### src/rtl/raddr_gen.sv
// raddr_gen -- read-side address sequencer for a single-line pixel buffer.
//
// A rising edge on de_in starts a line read. Up to NUM consecutive addresses
// are issued to the line-buffer RAM, beginning at 'offset' and wrapping at
// NUM. Read order is reversed when 'mirror' is set. A copy of rd_en delayed
// by RD_LAT cycles (de_out) qualifies the RAM read data.
//
// Ports:
//   clk        in   clock
//   rstn       in   asynchronous active-low reset
//   de_in      in   downstream line enable; a rising edge starts a line read
//   line_ready in   writer has completed a line; sampled at line start
//   offset     in   start pixel 0..NUM-1, latched at line start
//   mirror     in   reverse read order, latched at line start
//   err_clr    in   synchronous clear of the sticky ovf/udf flags
//   rd_en      out  RAM read enable
//   raddr      out  RAM read address
//   de_out     out  rd_en delayed RD_LAT cycles
//   line_done  out  one-cycle pulse at line end
//   ovf        out  sticky: de_in stayed high for more than NUM pixels
//   udf        out  sticky: a line started while line_ready was low
module raddr_gen #(
  parameter  int NUM    = 1280,
  parameter  int RD_LAT = 2,
  localparam int AW     = $clog2(NUM)
) (
  input  logic          clk,
  input  logic          rstn,
  input  logic          de_in,
  input  logic          line_ready,
  input  logic [AW-1:0] offset,
  input  logic          mirror,
  input  logic          err_clr,
  output logic          rd_en,
  output logic [AW-1:0] raddr,
  output logic          de_out,
  output logic          line_done,
  output logic          ovf,
  output logic          udf
);

  localparam logic [AW:0]   NUM_W = (AW+1)'(NUM);
  localparam logic [AW-1:0] LAST  = AW'(NUM - 1);

  typedef enum logic [1:0] {
    IDLE,
    READ,
    HOLD
  } state_t;

  state_t            state_q;
  logic [AW-1:0]     cnt_q;
  logic [AW-1:0]     offset_q;
  logic              mirror_q;
  logic              de_d_q;
  logic              rd_en_q;
  logic [AW-1:0]     raddr_q;
  logic              line_done_q;
  logic              ovf_q;
  logic              udf_q;
  logic [RD_LAT-1:0] dly_q;

  logic              rise;
  logic              start;
  logic [AW-1:0]     sel_off;
  logic              sel_mir;
  logic [AW-1:0]     sel_cnt;
  logic [AW:0]       pos_sum;
  logic [AW:0]       pos_wrap;
  logic [AW-1:0]     pos;
  logic [AW-1:0]     addr_d;
  logic              ovf_set;
  logic              udf_set;

  // At line start the address is formed from the live offset/mirror inputs
  // with cnt=0; afterwards from the latched values with the next count.
  always_comb begin
    rise     = de_in & ~de_d_q;
    start    = (state_q == IDLE) & rise;
    sel_off  = start ? offset : offset_q;
    sel_mir  = start ? mirror : mirror_q;
    sel_cnt  = start ? '0 : cnt_q + 1'b1;
    pos_sum  = {1'b0, sel_off} + {1'b0, sel_cnt};
    pos_wrap = (pos_sum >= NUM_W) ? (pos_sum - NUM_W) : pos_sum;
    pos      = pos_wrap[AW-1:0];
    addr_d   = sel_mir ? (LAST - pos) : pos;
    ovf_set  = (state_q == READ) & de_in & (cnt_q == LAST);
    udf_set  = start & ~line_ready;
  end

  always_ff @(posedge clk or negedge rstn) begin
    if (!rstn) begin
      state_q     <= IDLE;
      cnt_q       <= '0;
      offset_q    <= '0;
      mirror_q    <= 1'b0;
      de_d_q      <= 1'b0;
      rd_en_q     <= 1'b0;
      raddr_q     <= '0;
      line_done_q <= 1'b0;
      ovf_q       <= 1'b0;
      udf_q       <= 1'b0;
    end else begin
      de_d_q      <= de_in;
      line_done_q <= 1'b0;
      // A set event in the same cycle as err_clr wins.
      ovf_q       <= ovf_set | (ovf_q & ~err_clr);
      udf_q       <= udf_set | (udf_q & ~err_clr);
      case (state_q)
        IDLE: begin
          if (rise) begin
            offset_q <= offset;
            mirror_q <= mirror;
            cnt_q    <= '0;
            raddr_q  <= addr_d;
            rd_en_q  <= 1'b1;
            state_q  <= READ;
          end
        end
        READ: begin
          if (de_in) begin
            if (cnt_q != LAST) begin
              cnt_q   <= cnt_q + 1'b1;
              raddr_q <= addr_d;
            end else begin
              // NUM reads already issued; wait for de_in to fall.
              rd_en_q <= 1'b0;
              state_q <= HOLD;
            end
          end else begin
            rd_en_q     <= 1'b0;
            line_done_q <= 1'b1;
            state_q     <= IDLE;
          end
        end
        HOLD: begin
          rd_en_q <= 1'b0;
          if (!de_in) begin
            line_done_q <= 1'b1;
            state_q     <= IDLE;
          end
        end
        default: state_q <= IDLE;
      endcase
    end
  end

  // rd_en delay line matching the RAM read latency.
  always_ff @(posedge clk or negedge rstn) begin
    if (!rstn) begin
      dly_q <= '0;
    end else begin
      dly_q[0] <= rd_en_q;
      for (int unsigned i = 1; i < RD_LAT; i++) begin
        dly_q[i] <= dly_q[i-1];
      end
    end
  end

  assign rd_en     = rd_en_q;
  assign raddr     = raddr_q;
  assign de_out    = dly_q[RD_LAT-1];
  assign line_done = line_done_q;
  assign ovf       = ovf_q;
  assign udf       = udf_q;

endmodule

### config.mk
export PLATFORM = sky130hd
export DESIGN_NAME = raddr_gen
export DESIGN_NICKNAME = d
export VERILOG_FILES = /design/src/rtl/raddr_gen.sv
export SDC_FILE = /design/constraint.sdc
export NUM_CORES = 1
export LEC_CHECK = 0
export BUFFER_PORTS_ARGS = -buffer_cell sky130_fd_sc_hd__buf_2
export CAP_MARGIN = 30
export CORE_ASPECT_RATIO = 0.5
export CORE_MARGIN = 2
export CORE_UTILIZATION = 45
export CTS_BUF_LIST = sky130_fd_sc_hd__clkbuf_4 sky130_fd_sc_hd__clkbuf_8
export DETAILED_ROUTE_END_ITERATION = 12
export GPL_TIMING_DRIVEN = 0
export PLACE_DENSITY = 0.73
export SYNTH_ARGS = -nofsm -noshare
export SYNTH_HDL_FRONTEND = slang
export SYNTH_SLANG_ARGS = --single-unit
export TNS_END_PERCENT = 100
### constraint.sdc
create_clock -name clk -period 4.5 [get_ports clk]
set_input_delay 0.225 -clock clk [delete_from_list [all_inputs] [get_ports clk]]
set_output_delay 0.225 -clock clk [all_outputs]
set_load 0.05 [all_outputs]
Yosys cells after proc, flatten, opt, wreduce, memory -nomap -nowiden:

Index checks and enable logic that the tools add are counted.

* register bits: 43
* input port bits: 17
* logic and storage cells: 69

* $add $sub $neg: 4
* $lt $le $gt $ge: 1
* equality and inequality tests: 9
* mux-type cells: 24
* bitwise logic cells: 12
* reduce and logical (&&, ||, !) cells: 8

Operator list (count)
* $mux W11: 10
* $pmux W11 S2: 2
* $add A11 B11 Y12: 1
* $ge A12 B11 Y1 const B: 1
* $add A11 B1 Y11 const B: 1
* $eq A11 B11 Y1 const B: 1
* $ne A11 B11 Y1 const B: 1
* $sub A11 B11 Y11 const A: 1
* $sub A11 B11 Y11 const B: 1
* $mux W2: 4
* $and A1 B1 Y1: 7
* $mux W1: 6
* $ne A2 B2 Y1 const B: 3
* $pmux W2 S3: 1
* $reduce_and A3 Y1: 2
* $reduce_and A4 Y1: 1
* $ne A3 B3 Y1 const B: 1
* $not A1 Y1: 3
* $pmux W1 S3: 1
* $reduce_bool A3 Y1: 1
* $eq A2 B1 Y1 const B: 1
* $eq A2 B2 Y1 const B: 1
* $logic_not A2 Y1: 1
* $ne A2 B1 Y1 const B: 1
* 4 further kinds: 5

Depth between registers and ports, before layout:

Gate-level depths: netlist of the first run.

* depth in word-level cells: 12
* mapped depth: 25
* depth with buffers taken out: 23

Worst setup path before layout of the first run:

OpenSTA, ideal clock, no wires.

* path type: register to register
* from: reg state_q[1]
* to: reg raddr_q[9] (netlist: raddr[9])
* data arrival time: 4.642 ns
* required time: 4.370 ns
* setup slack: -0.273 ns
* stages on the path, launching flop included: 24
* cell sequence: dfrtp_1 > inv_1 > ha_1 > inv_1 > nor3_1 > clkbuf_1 > nor2_1 > ha_1 > fa_1 > a211oi_1 > o21ai_0 > a21oi_1 > o21bai_1 > xor2_1 > ha_1 > o2111ai_1 > nor4_4 > nor2b_2 > o311ai_2 > xnor2_1 > ha_1 > and2_1 > mux2i_1 > o31ai_1

* longest elaborated chain between the ends: 11
* elaborated cells between the ends (all ways): 21
* those cells by class: add/sub (3); order compare (1); eq/ne (4); mux (9); bitwise (1); reduce/logical (3)

RTL lines
* from (decl): line 51 `state_t state_q;`
* from (signal assigned): line 93 `state_q <= IDLE;`
* from (signal assigned): line 117 `state_q <= READ;`
* from (signal assigned): line 128 `state_q <= HOLD;`
* $logic_not A2 Y1: line 79, 109
* $and A1 B1 Y1: line 79 `start = (state_q == IDLE) & rise;`
* $mux W11 (on tied branches): line 80, 82
* $add A11 B11 Y12: line 83 `pos_sum = {1'b0, sel_off} + {1'b0, sel_cnt};`
* $sub A11 B11 Y11 or $ge A12 B11 Y1 (tied branches): line 84 `pos_wrap = (pos_sum >= NUM_W) ? (pos_sum - NUM_W) : pos_sum;`
* $mux W11: line 84
* $sub A11 B11 Y11: line 86 `addr_d = sel_mir ? (LAST - pos) : pos;`
* $mux W11: line 86
* $mux W11: line 122 `if (cnt_q != LAST) begin`
* $mux W11: line 121 `if (de_in) begin`
* $pmux W11 S2: line 109 `case (state_q)`
* to (signal assigned): line 115 `raddr_q <= addr_d;`
* to (signal assigned): line 124 `raddr_q <= addr_d;`
* to (decl): line 57 `logic [AW-1:0] raddr_q;`

Several ways; a longest one is shown, not always the timed one. The select of a mux whose other input is x is not followed.
A chain may end at the register's enable or synchronous reset.

Final worst setup path of the first run:

Ends and elaborated chain as after synthesis.

==> results of run 1 <==
==> final cells by class <==
type	instances	area, µm²	share of cell area [%]
clock buffers	6	82.6	2.15
repair buffers	78	520	13.5
flip-flops and latches	43	1080	28.0
multi-input cells	248	1900	49.5
well taps	77	96.3	2.51
inverters	16	62.6	1.63
clock inverters	2	35.0	0.912
plain buffers	8	67.6	1.76
==> state kept, by name, summed over array words and instances, names as in the netlist <==
name	flops
cnt_q	11
de_d_q	1
dly_q	2
line_done	1
mirror_q	1
offset_q	11
ovf	1
raddr	11
rd_en	1
state_q	2
udf	1
==> synthesized netlist by cell type (4+ instances only) <==
cell type  instances  area, µm²
or2_2              5       31.3
ha_1              20        250
o21ai_1           12       60.1
xnor2_1           12        105
clkbuf_1           7       26.3
inv_1             15       56.3
nor3_1             8       40.0
o21ai_0           25        125
nand2b_1           7       43.8
nand2_1           63        236
a21oi_1           16       80.1
nor2_1            11       41.3
a22o_1             9       78.8
nand3_1            5       25.0
dfrtp_1           43       1080
o31ai_1            4       30.0
==> what timing repair did <==
| action | in CTS | in global routing |
|---|---|---|
| hold endpoints to repair | 0 | 10 |
| cloned | 0 | 0 |
| pin swaps | 29 | 19 |
| gates resized for setup | 47 | 23 |
| hold buffers | 0 | 1 |
| setup endpoints to repair | 3 | 3 |
| buffers inserted | 33 | 12 |
==> worst max path at each step <==
stage	startpoint	endpoint	slack, ps	cells past startpoint
2_1_floorplan	state_q[1]$_DFFE_PN0P_	raddr[9]$_DFFE_PN0P_	2	24
3_3_place_gp	state_q[1]$_DFFE_PN0P_	raddr[9]$_DFFE_PN0P_	-560	24
3_5_place_dp	state_q[1]$_DFFE_PN0P_	raddr[9]$_DFFE_PN0P_	-680	24
4_1_cts	state_q[1]$_DFFE_PN0P_	raddr[9]$_DFFE_PN0P_	-140	24
5_1_grt	state_q[1]$_DFFE_PN0P_	raddr[9]$_DFFE_PN0P_	-360	24
6_report	state_q[1]$_DFFE_PN0P_	raddr[9]$_DFFE_PN0P_	-140	24
==> metrics by stage <==
stage / hold slack, ps / util (%) / worst slack, ps / instances / power, mW
final: 84.9 / 64.0 / -140 / 478 / 3.20
after floorplan: -70.6 / - / 1.77 / 316 / 1.80
after global placement: 335 / 50.6 / -560 / 425 / 2.06
after detailed placement: 339 / 50.6 / -682 / 425 / 2.12
after CTS: 87.5 / 60.6 / -137 / 465 / 2.90
after global routing: 80.0 / 64.0 / -360 / 478 / 3.40
==> cells by family after synthesis <==
family,Yosys count,share of synthesized area (%)
compound gates,92,22.0
xor+xnor,15,4.74
fa+ha+maj,21,9.76
buf+inv,25,3.48
flops,43,38.8
mux,4,1.49
simple gates,116,19.7
==> worst max-delay path, stage by stage, from the launching register on <==
cell,delay [ps]
dfrtp_1,410
inv_2,100
ha_4,150
inv_4,40
or3_4,370
nand2_4,80
nand2_2,70
ha_4,170
fa_2,420
a211oi_4,270
o21ai_2,100
a21oi_2,160
o21bai_1,110
xor2_1,170
buf_4,150
ha_4,150
o2111ai_4,130
nor4_4,270
nor2b_2,100
o311ai_2,260
xnor2_1,190
ha_2,310
and2_4,130
mux2i_1,120
o31ai_1,90
==> report_power, final <==
| group | internal, mW | switching [mW] |
|---|---|---|
| clock network | 0.180 | 0.145 |
| registers | 0.534 | 0.0808 |
| logic | 0.994 | 1.27 |
==> metal layers <==
layer	vias up	track usage (%)	wire [µm]	share of wire [%]
li1	1269	-	-	-
met1	1366	30.4	3550	43
met2	71	42.6	4110	50
met3	22	5.42	380	4.6
met4	0	6.54	170	2.1
met5	-	0	0	0
==> metrics.md, run 1 <==
| Metric | Value |
|---|---|
| CTS Buf Count | `5` |
| Iteration-0 DRC count of the detailed router | `204` |
| CTS Sinks | `43` |
| IO buf count | `32` |
| CTS tree | `yes` |
| CP startpoint kind | `flip-flop` |
| Cell Area, Synth | `0.00277 mm²` |
| Pleak | `1.77 nW` |
| Crit path time final | `4640 ps` |
| Final setup vio count | `1` |
| Dominant synthesized flop cell | `dfrtp_1` |
| Ys async rst share | `100%` |
| Initial antenna violation count | `0` |
| Crit Path Class | `reg -> reg` |
| Wirelength per Cell | `17.2 µm` |
| Count of different cell masters after synthesis | `51` |
| Warnings from Yosys | `0` |
| Final period util | `103%` |
| Net Count, Synth | `354` |
| HP Class | `in -> reg` |
| Worst Path Required | `4690 ps` |
| Die Ht | `59.5 µm` |
| Row count | `20` |
| GRT Residual Overflow | `0` |
| Antenna cells | `0` |
| Max_slew headroom | `63.3%` |
| Post-route setup slack | `-140 ps` |
| Worst hold start | `line_ready` |
| DRC viols | `0` |
| CTS root buf | `clkbuf_8` |
| Core area | `0.00601 mm²` |
| Clk buf depth | `2` |
| Avg Vias per Cell | `5.71` |
| Unrepaired setup endpoints after global routing | `true` |
| Post-synthesis cell count | `316` |
| Slew Viols, Final | `0` |
| Crit-path max FO | `4` |
| DP Wirelength | `4810 µm` |
| Via count | `2728` |
| Violated checks | `negative setup slack` |
| Die width | `115 µm` |
| Reg-to-reg endpoint | `raddr[9]$_DFFE_PN0P_` |
| Total Routed Length | `8210 µm` |
| Fraction of layout cells with a size suffix above 1 | `36.9%` |
| Worst-skew pair later-pin latency | `310 ps` |
| Setup TNS | `-140 ps` |
| Commonest cells after routing, fill and taps aside | `nand2_1, buf_4, dfrtp_1` |
| Most common cell after layout, fill and taps aside | `nand2_1` |
| Achievable frequency | `216 MHz` |
| Die Area | `0.00684 mm²` |
| H-tree depth | `2` |
| Post-Place Cell Area | `0.00304 mm²` |
| IO Pins | `33` |
| Hold EP | `udf$_DFF_PN0_` |
| Outcome | `finished with violations` |
| PwrDens | `833 mW/mm²` |
| Final ANT Viol Nets | `0` |
| Worst-Margin Slew | `536 ps` |
| Max VDD drop | `340 µV` |
| Vias in the first global route | `2631` |
| Synthesized area per cell | `8.77 µm²` |
| Fin nets | `438` |
| # fillers | `449` |
| Global Route Usage Sum | `24.1%` |
| Max-cap violation count | `0` |
| Number of synthesized register bits | `43` |
| Clk pin slew, worst setup/hold paths | `90 ps` |
| Worst hold stages | `2` |
| Worst flop-to-flop path startpoint | `state_q[1]$_DFFE_PN0P_` |
| Area grow syn2layout | `38.7%` |
| CP Capture Type | `flip-flop` |
| Final hold viol count | `0` |
| First-pass GRT wire length | `12700 µm` |
| Seq/Total Area, Yosys | `38.8%` |
| Critical Path AT | `4830 ps` |
| Post-synth EDFFs | `0` |
| Register-to-Register Setup Slack | `-140 ps` |
| FF-to-FF path depth | `24` |
| Initial cell density of the core | `46.1%` |
| Final GP Congestion | `0.821` |
| Largest net degree at the start of global routing | `44` |
| Worst clock skew | `5.48 ps` |
| Design Area, Final | `0.00384 mm²` |
| First-pass detailed-route iteration total | `4` |
Power figures use the tool's default switching activity.
==> run 2, diff against run 1 <==
--- a/config.mk
+++ b/config.mk
@@ -5,6 +5,7 @@
 export SDC_FILE = /design/constraint.sdc
 export NUM_CORES = 1
 export LEC_CHECK = 0
+export ABC_AREA = 1
 export BUFFER_PORTS_ARGS = -buffer_cell sky130_fd_sc_hd__buf_2
 export CAP_MARGIN = 30
 export CORE_ASPECT_RATIO = 0.5
==> run 2 against run 1 <==
Against the previous run:
- critical path depth increased by 10
- critical path type unchanged
- area after synthesis increased by 0.36%
- first-iteration DRC count decreased by 11%
- critical endpoint unchanged
- combinational power decreased by 35%
- the flow now finishes without violations
- worst setup slack improved by 440 ps
- largest cell class unchanged
==> metrics.md, run 2 <==
| Metric | Value |
|---|---|
| Post-synth EDFFs | `0 (unchanged)` |
| Switching power | `1.16 mW (-22%)` |
| CP Capture Type | `flip-flop` |
| Final period util | `93.4% (-9.7 points)` |
| Pleak | `1.76 nW (-0.57%)` |
| Crit-path max FO | `4 (unchanged)` |
| FF-to-FF path depth | `34 (+42%)` |
| Final hold viol count | `0 (unchanged)` |
| Yosys top cell by area | `dfrtp_1` |
| Combinational share of power | `60.4% (-10 points)` |
| CTS tree | `yes` |
| Crit Path Class | `reg -> reg` |
| Count of different cell masters after synthesis | `35 (-31%)` |
| CTS Sinks | `43 (unchanged)` |
| Avg Vias per Cell | `4.76 (-17%)` |
| Max-cap violation count | `0 (unchanged)` |
| Design Area, Final | `0.00337 mm² (-12%)` |
| Commonest cells after routing, fill and taps aside | `nand2_1, dfrtp_1, inv_1` |
| Top Layer Used | `met4` |
| Final ANT Viol Nets | `0 (unchanged)` |
| Area grow syn2layout | `21.1%` |
| Worst Path Required | `4690 ps (about the same)` |
| Fin nets | `448 (+2.3%)` |
| Iteration-0 DRC count of the detailed router | `181 (-11%)` |
| Antenna cells | `0 (unchanged)` |
| Most frequent cells after synthesis | `nand2_1, dfrtp_1, inv_1` |
| Initial cell density of the core | `46.1% (about the same)` |
| Met3 WL | `209 µm (-45%)` |
| IO Pins | `33 (unchanged)` |
| Die Ht | `59.6 µm (+0.17%)` |
| Yosys top cell area share | `38.7% (-0.14 points)` |
| IO buf count | `32 (unchanged)` |
| Worst-Margin Slew | `460 ps (-75.3 ps)` |
| Max_slew headroom | `69.3% (+6.0 points)` |
| Crit-path leading delay family | `simple AND/OR/NAND/NOR gates` |
| H-tree depth | `2 (unchanged)` |
| Most common cell on crit path | `nand2_1` |
| Post-synthesis cell count | `361 (+14%)` |
| Sequential share of power | `24.5% (+5.3 points)` |
| Vias in the first global route | `2026 (-23%)` |
| Internal power | `1.26 mW (-27%)` |
| Crit. Startpoint | `state_q[0]$_DFFE_PN0P_` |
| Slew Viols, Final | `0 (unchanged)` |
| DRC viols | `0 (unchanged)` |
| # fillers | `528 (+18%)` |
| Warnings from Yosys | `0 (unchanged)` |
| Critical Path AT | `4390 ps (-440 ps)` |
| DP Wirelength | `4410 µm (-8.2%)` |
| Worst clock skew | `14.0 ps (+8.57 ps)` |
| Synthesized area per cell | `7.70 µm² (-12%)` |
| Initial antenna violation count | `0 (unchanged)` |
| Dominant synthesized flop cell | `dfrtp_1` |
| CTS Buf Count | `5 (unchanged)` |
| Max VDD drop | `204 µV (-40%)` |
| CP bufs+invs | `5 (+2)` |
| CP max stage delay | `430 ps (about the same)` |
| GRT Residual Overflow | `0 (unchanged)` |
| HP Class | `in -> reg` |
| Worst flop-to-flop path startpoint | `state_q[0]$_DFFE_PN0P_` |
| Worst path slowest cell | `dfrtp_1` |
| CTS root buf | `clkbuf_8` |
| First-pass GRT wire length | `9550 µm (-25%)` |
| Global Route Usage Sum | `18.0% (-6.1 points)` |
| Achievable frequency | `238 MHz (+10%)` |
| Final setup vio count | `0 (-1)` |
| Seq/Total Area, Yosys | `38.7% (-0.14 points)` |
| Clk buf depth | `2 (unchanged)` |
| Die Area | `0.00686 mm² (+0.34%)` |
| Post-Place Cell Area | `0.00305 mm² (+0.37%)` |
| Power Total | `2.41 mW (-25%)` |
| Metal2 WL | `2690 µm (-35%)` |
| Crit path time final | `4200 ps (-437 ps)` |
| Most common cell after layout, fill and taps aside | `nand2_1` |
| Row count | `20 (unchanged)` |
| Wirelength per Cell | `12.0 µm (-30%)` |
| Clk pin slew, worst setup/hold paths | `90 ps (about the same)` |
| Top cells by area, synth | `dfrtp_1, nand2_1, ha_1` |
| Reg-to-reg endpoint | `raddr[9]$_DFFE_PN0P_` |
| First-pass detailed-route iteration total | `4 (unchanged)` |
| PwrDens | `717 mW/mm² (-14%)` |
| Die width | `115 µm (+0.17%)` |
| Switching Fraction | `48.0% (+1.3 points)` |
| Core area | `0.00603 mm² (+0.42%)` |
| Register-to-Register Setup Slack | `300 ps (+440 ps)` |
| Cell Area, Synth | `0.00278 mm² (+0.36%)` |
| Most common cell in the netlist | `nand2_1` |
| Fraction of layout cells with a size suffix above 1 | `22.1% (-15 points)` |
| Total Routed Length | `5990 µm (-27%)` |
| CP startpoint kind | `flip-flop` |
| Clock share of power | `15.0% (+4.9 points)` |
| Number of synthesized register bits | `43 (unchanged)` |
| Layout Cells excl Fill | `499 (+4.4%)` |
| Ys async rst share | `100% (unchanged)` |
| CP Capture Point | `raddr[9]$_DFFE_PN0P_` |
| Outcome | `finished clean` |
| Worst-skew pair later-pin latency | `300 ps (about the same)` |
| Net Count, Synth | `399 (+13%)` |
| Largest net degree at the start of global routing | `44 (unchanged)` |
| Worst path depth | `34 (+42%)` |
| Final GP Congestion | `0.836 (+1.9%)` |
| DRT met1 WL | `3070 µm (-13%)` |
| Post-Place Cells | `481 (+13%)` |
| Via count | `2373 (-13%)` |
==> run 2: changes by cell type after synthesis, sizes merged, moves of 13 or more <==
cell and delta:
nand2 +47, inv +28, nor2 +18, o21ai -13, xor2 +16, nand3 +23
==> run 2: power groups by stage <==
stage	logic, mW	registers (mW)	clock network [mW]
CTS	1.34	0.591	0.369
global placement	1.30	0.594	0
detailed placement	1.32	0.598	0
finish	1.46	0.592	0.363
floorplan	0.815	0.807	0
global route	1.62	0.606	0.381
==> run 2: metrics by stage <==
step           setup TNS (ps)  hold WS (ps)  util, %  setup slack (ps)
6_report                    0           104     55.8               297
5_1_grt                 -40.8           108     55.8             -31.2
4_1_cts                     0          98.5     53.3              2.92
3_5_place_dp             -192           335     50.6              -144
3_3_place_gp            -58.5           333     50.6             -58.5
2_1_floorplan               0         -70.6        -               484
==> run 2: worst register-to-register path, delay by kind of cell, from the launching register on <==
kind                       cells  cell delay [ps]
and+or+nand+nor               23             1880
buffers and inverters          5              480
adders and majority gates      5             1130
DFF                            1              430
xor gates and xnor gates       1              170
==> run 2: worst min path at each step <==
stage                                   from                    to  slack (ps)  cells after the start
after floorplan                         rstn  cnt_q[0]$_DFFE_PN0P_         -70                      0
after global placement    dly_q[0]$_DFF_PN0_    dly_q[1]$_DFF_PN0_         330                      0
after detailed placement  dly_q[0]$_DFF_PN0_    dly_q[1]$_DFF_PN0_         330                      0
after CTS                               rstn  cnt_q[1]$_DFFE_PN0P_         100                      1
after global routing              line_ready         udf$_DFF_PN0_         110                      2
final                             line_ready         udf$_DFF_PN0_         100                      2
==> run 2: layout make-up <==
type	instances	area [µm²]	share of cell area, %
plain buffers	8	62.6	1.86
clock buffers	6	76.3	2.27
clock inverters	2	60.1	1.78
inverters	44	165	4.91
multi-input cells	266	1570	46.5
flip-flops and latches	43	1080	32.0
well taps	88	110	3.27
repair buffers	42	250	7.43
==> run 2: repair_timing <==
item / in CTS / in global routing
endpoints found under the hold margin: 0 / 12
hold buffers: 0 / 1
buffers inserted: 3 / 5
gates cloned: 0 / 0
gates resized for setup: 4 / 27
pin swaps: 1 / 6
setup endpoints to repair: 2 / 2
==> run 2: cell families (layout without fill, tap and decap cells) <==
group	Yosys count	in the layout	synth area share, %
AO/OA/AOI/OAI	39	39	7.83
XOR/XNOR	20	20	6.30
adder cells (fa/ha/maj)	21	21	9.72
buffers and inverters	52	102	7.74
flip-flops	43	43	38.7
AND/OR/NAND/NOR	186	186	29.7
==> run 2: routing by layer <==
metal,vias to the layer above,global-route usage (%)
li1,1243,-
met1,1097,25.9
met2,31,28.2
met3,2,3.37
met5,-,0
met4,0,4.48
==> run 3, diff against run 2 <==
--- a/config.mk
+++ b/config.mk
@@ -15,6 +15,7 @@
 export DETAILED_ROUTE_END_ITERATION = 12
 export GPL_TIMING_DRIVEN = 0
 export PLACE_DENSITY = 0.73
+export REMOVE_ABC_BUFFERS = 1
 export SYNTH_ARGS = -nofsm -noshare
 export SYNTH_HDL_FRONTEND = slang
 export SYNTH_SLANG_ARGS = --single-unit
==> run 3 against run 2 <==
Against the previous run:
- non-clock buffer count shrank 3
- hold slack lost 12 ps
- via count grew 2.6%
- worst setup slack improved by 10 ps
- highest routed layer unchanged
- global-route usage up 1.2 points
- first-iteration DRC count fell by 20%
- critical path depth shrank 1
- register-to-register slack about the same
- clock skew decreased by 7.5 ps
- critical endpoint unchanged
==> metrics.md, run 3 (same netlist as run 2, synthesis figures left out) <==
| Metric | Value |
|---|---|
| Outcome | `finished clean` |
| Die Area | `0.00686 mm² (unchanged)` |
| Crit Path Class | `reg -> reg` |
| Sequential share of power | `25.6% (+1.1 points)` |
| IO Pins | `33 (unchanged)` |
| FF-to-FF path depth | `33 (-2.9%)` |
| Power Total | `2.31 mW (-4.5%)` |
| Max_slew headroom | `61.8% (-7.5 points)` |
| Wirelength per Cell | `12.7 µm (+5.5%)` |
| Vias in the first global route | `2189 (+8.0%)` |
| CP Capture Type | `flip-flop` |
| Worst path slowest cell | `dfrtp_1` |
| Final ANT Viol Nets | `0 (unchanged)` |
| Fin util | `56.0% (+0.17 points)` |
| DRC viols | `0 (unchanged)` |
| Core area | `0.00603 mm² (unchanged)` |
| Fin nets | `446 (-0.45%)` |
| Hold Slack | `91.3 ps (-12.3 ps)` |
| Largest net degree at the start of global routing | `38 (-14%)` |
| H-tree depth | `2 (unchanged)` |
| Clk buf depth | `2 (unchanged)` |
| Global Route Usage Sum | `19.2% (+1.2 points)` |
| Final setup vio count | `0 (unchanged)` |
| Die width | `115 µm (unchanged)` |
| Crit-path max FO | `5 (+1)` |
| PwrDens | `683 mW/mm² (-4.7%)` |
| Combinational share of power | `63.0% (+2.6 points)` |
| Fraction of layout cells with a size suffix above 1 | `23.5% (+1.3 points)` |
| Area grow syn2layout | `21.4%` |
| Switching Fraction | `50.7% (+2.7 points)` |
| Initial cell density of the core | `46.1% (unchanged)` |
| IO buf count | `32 (unchanged)` |
| Die Ht | `59.6 µm (unchanged)` |
| Design Area, Final | `0.00338 mm² (+0.30%)` |
| Worst-skew pair later-pin latency | `300 ps (about the same)` |
| Final hold viol count | `0 (unchanged)` |
| Achievable frequency | `239 MHz (+0.25%)` |
| Final GP Congestion | `0.853 (+2.0%)` |
| Worst clock skew | `6.59 ps (-7.46 ps)` |
| Via count | `2435 (+2.6%)` |
| Max VDD drop | `289 µV (+42%)` |
| Row count | `20 (unchanged)` |
| Slew Viols, Final | `0 (unchanged)` |
| Most common cell after layout, fill and taps aside | `nand2_1` |
| Final period util | `93.2% (-0.23 points)` |
| Worst Path Required | `4700 ps (about the same)` |
| Iteration-0 DRC count of the detailed router | `145 (-20%)` |
| DP Wirelength | `4150 µm (-6.0%)` |
| Commonest cells after routing, fill and taps aside | `nand2_1, dfrtp_1, inv_1` |
| Most common cell on crit path | `nand2_1` |
| First-pass GRT wire length | `10200 µm (+6.5%)` |
| CTS Buf Count | `5 (unchanged)` |
| Clk pin slew, worst setup/hold paths | `90 ps (about the same)` |
| CTS tree | `yes` |
| Internal power | `1.14 mW (-9.4%)` |
| Reg-to-reg endpoint | `raddr[9]$_DFFE_PN0P_` |
| CTS Sinks | `43 (unchanged)` |
| Max-cap violation count | `0 (unchanged)` |
| Critical Path AT | `4400 ps (about the same)` |
| HP Class | `in -> reg` |
| CTS root buf | `clkbuf_8` |
| Worst flop-to-flop path startpoint | `state_q[1]$_DFFE_PN0P_` |
| Switching power | `1.17 mW (+0.85%)` |
| First-pass detailed-route iteration total | `4 (unchanged)` |
| CP max stage delay | `430 ps (about the same)` |
| Register-to-Register Setup Slack | `310 ps (about the same)` |
| Pleak | `1.73 nW (-2.0%)` |
| CP startpoint kind | `flip-flop` |
| Crit path time final | `4190 ps (-10.4 ps)` |
| Post-Place Cell Area | `0.00302 mm² (-0.98%)` |
| Clock share of power | `11.5% (-3.5 points)` |
| Crit. Startpoint | `state_q[1]$_DFFE_PN0P_` |
| CP Capture Point | `raddr[9]$_DFFE_PN0P_` |
| Worst-Margin Slew | `573 ps (+113 ps)` |
| GRT Residual Overflow | `0 (unchanged)` |
| Avg Vias per Cell | `4.90 (+3.0%)` |
| Total Routed Length | `6300 µm (+5.1%)` |
| Initial antenna violation count | `0 (unchanged)` |
| Antenna cells | `0 (unchanged)` |
run 3: cell count changes in the layout (fill, tap and decap cells not counted), moves of 2 or more:
cell	before	now
buf_4	9	12
clkinvlp_4	0	2
a21oi_4	0	2
nand2_2	6	10
clkbuf_4	2	0
nand2_1	104	100
buf_6	3	1
ha_4	2	5
ha_2	4	2
bufinv_16	2	0
run 3: routing by layer:
layer  part of all wire [%]  GRT usage [%]  up-vias
li1                       -              -     1244
met4                    1.6           6.20        0
met5                      0              0        -
met3                    4.5           4.60        9
met1                     49           26.9     1141
met2                     45           29.7       41
run 3: how the worst min path moves through the flow:
stage,from,to,slack (ps),cells past startpoint
finish,line_ready,udf$_DFF_PN0_,90,2
CTS,line_ready,udf$_DFF_PN0_,90,2
global route,line_ready,udf$_DFF_PN0_,90,2
floorplan,rstn,cnt_q[0]$_DFFE_PN0P_,-70,0
detailed placement,rstn,raddr[9]$_DFFE_PN0P_,80,1
global placement,dly_q[0]$_DFF_PN0_,dly_q[1]$_DFF_PN0_,330,0
run 3: worst max-delay path, delay by kind of cell, from the launching register on:
kind,cells,cell delay [ps]
buf+inv,4,330
xor+xnor,1,170
flops,1,430
simple gates,23,1990
fa+ha+maj,5,1160
run 3: final cells by class:
cell class,instances,area (µm²)
Multi-Input combinational cell,267,1640
Clock buffer,5,68.8
Sequential cell,43,1080
Tap cell,88,110
Fill cell,572,2660
Timing Repair Buffer,47,292
Inverter,44,168
Clock inverter,3,23.8
run 3: timing repair:
item                                    in CTS  in global routing
resized for setup                            1                 33
pin swaps                                    1                  9
endpoints found under the setup margin       3                  2
hold buffers                                 1                  0
setup buffers                                3                 10
endpoints found under the hold margin        6                  0
gates cloned                                 1                  0
run 3: power by group through the flow:
stage	clock network, mW	logic [mW]	registers [mW]
floorplan	0	0.771	0.807
global placement	0	1.24	0.590
detailed placement	0	1.26	0.594
CTS	0.271	1.30	0.587
global route	0.287	1.62	0.602
finish	0.264	1.45	0.589
run 3: stage by stage:
step | instances | setup WS [ps] | TNS, ps
finish | 497 | 307 | 0
global route | 497 | -12.7 | -12.7
CTS | 487 | 6.60 | 0
detailed placement | 474 | -733 | -1580
global placement | 473 | -667 | -1370
floorplan | 353 | 145 | 0
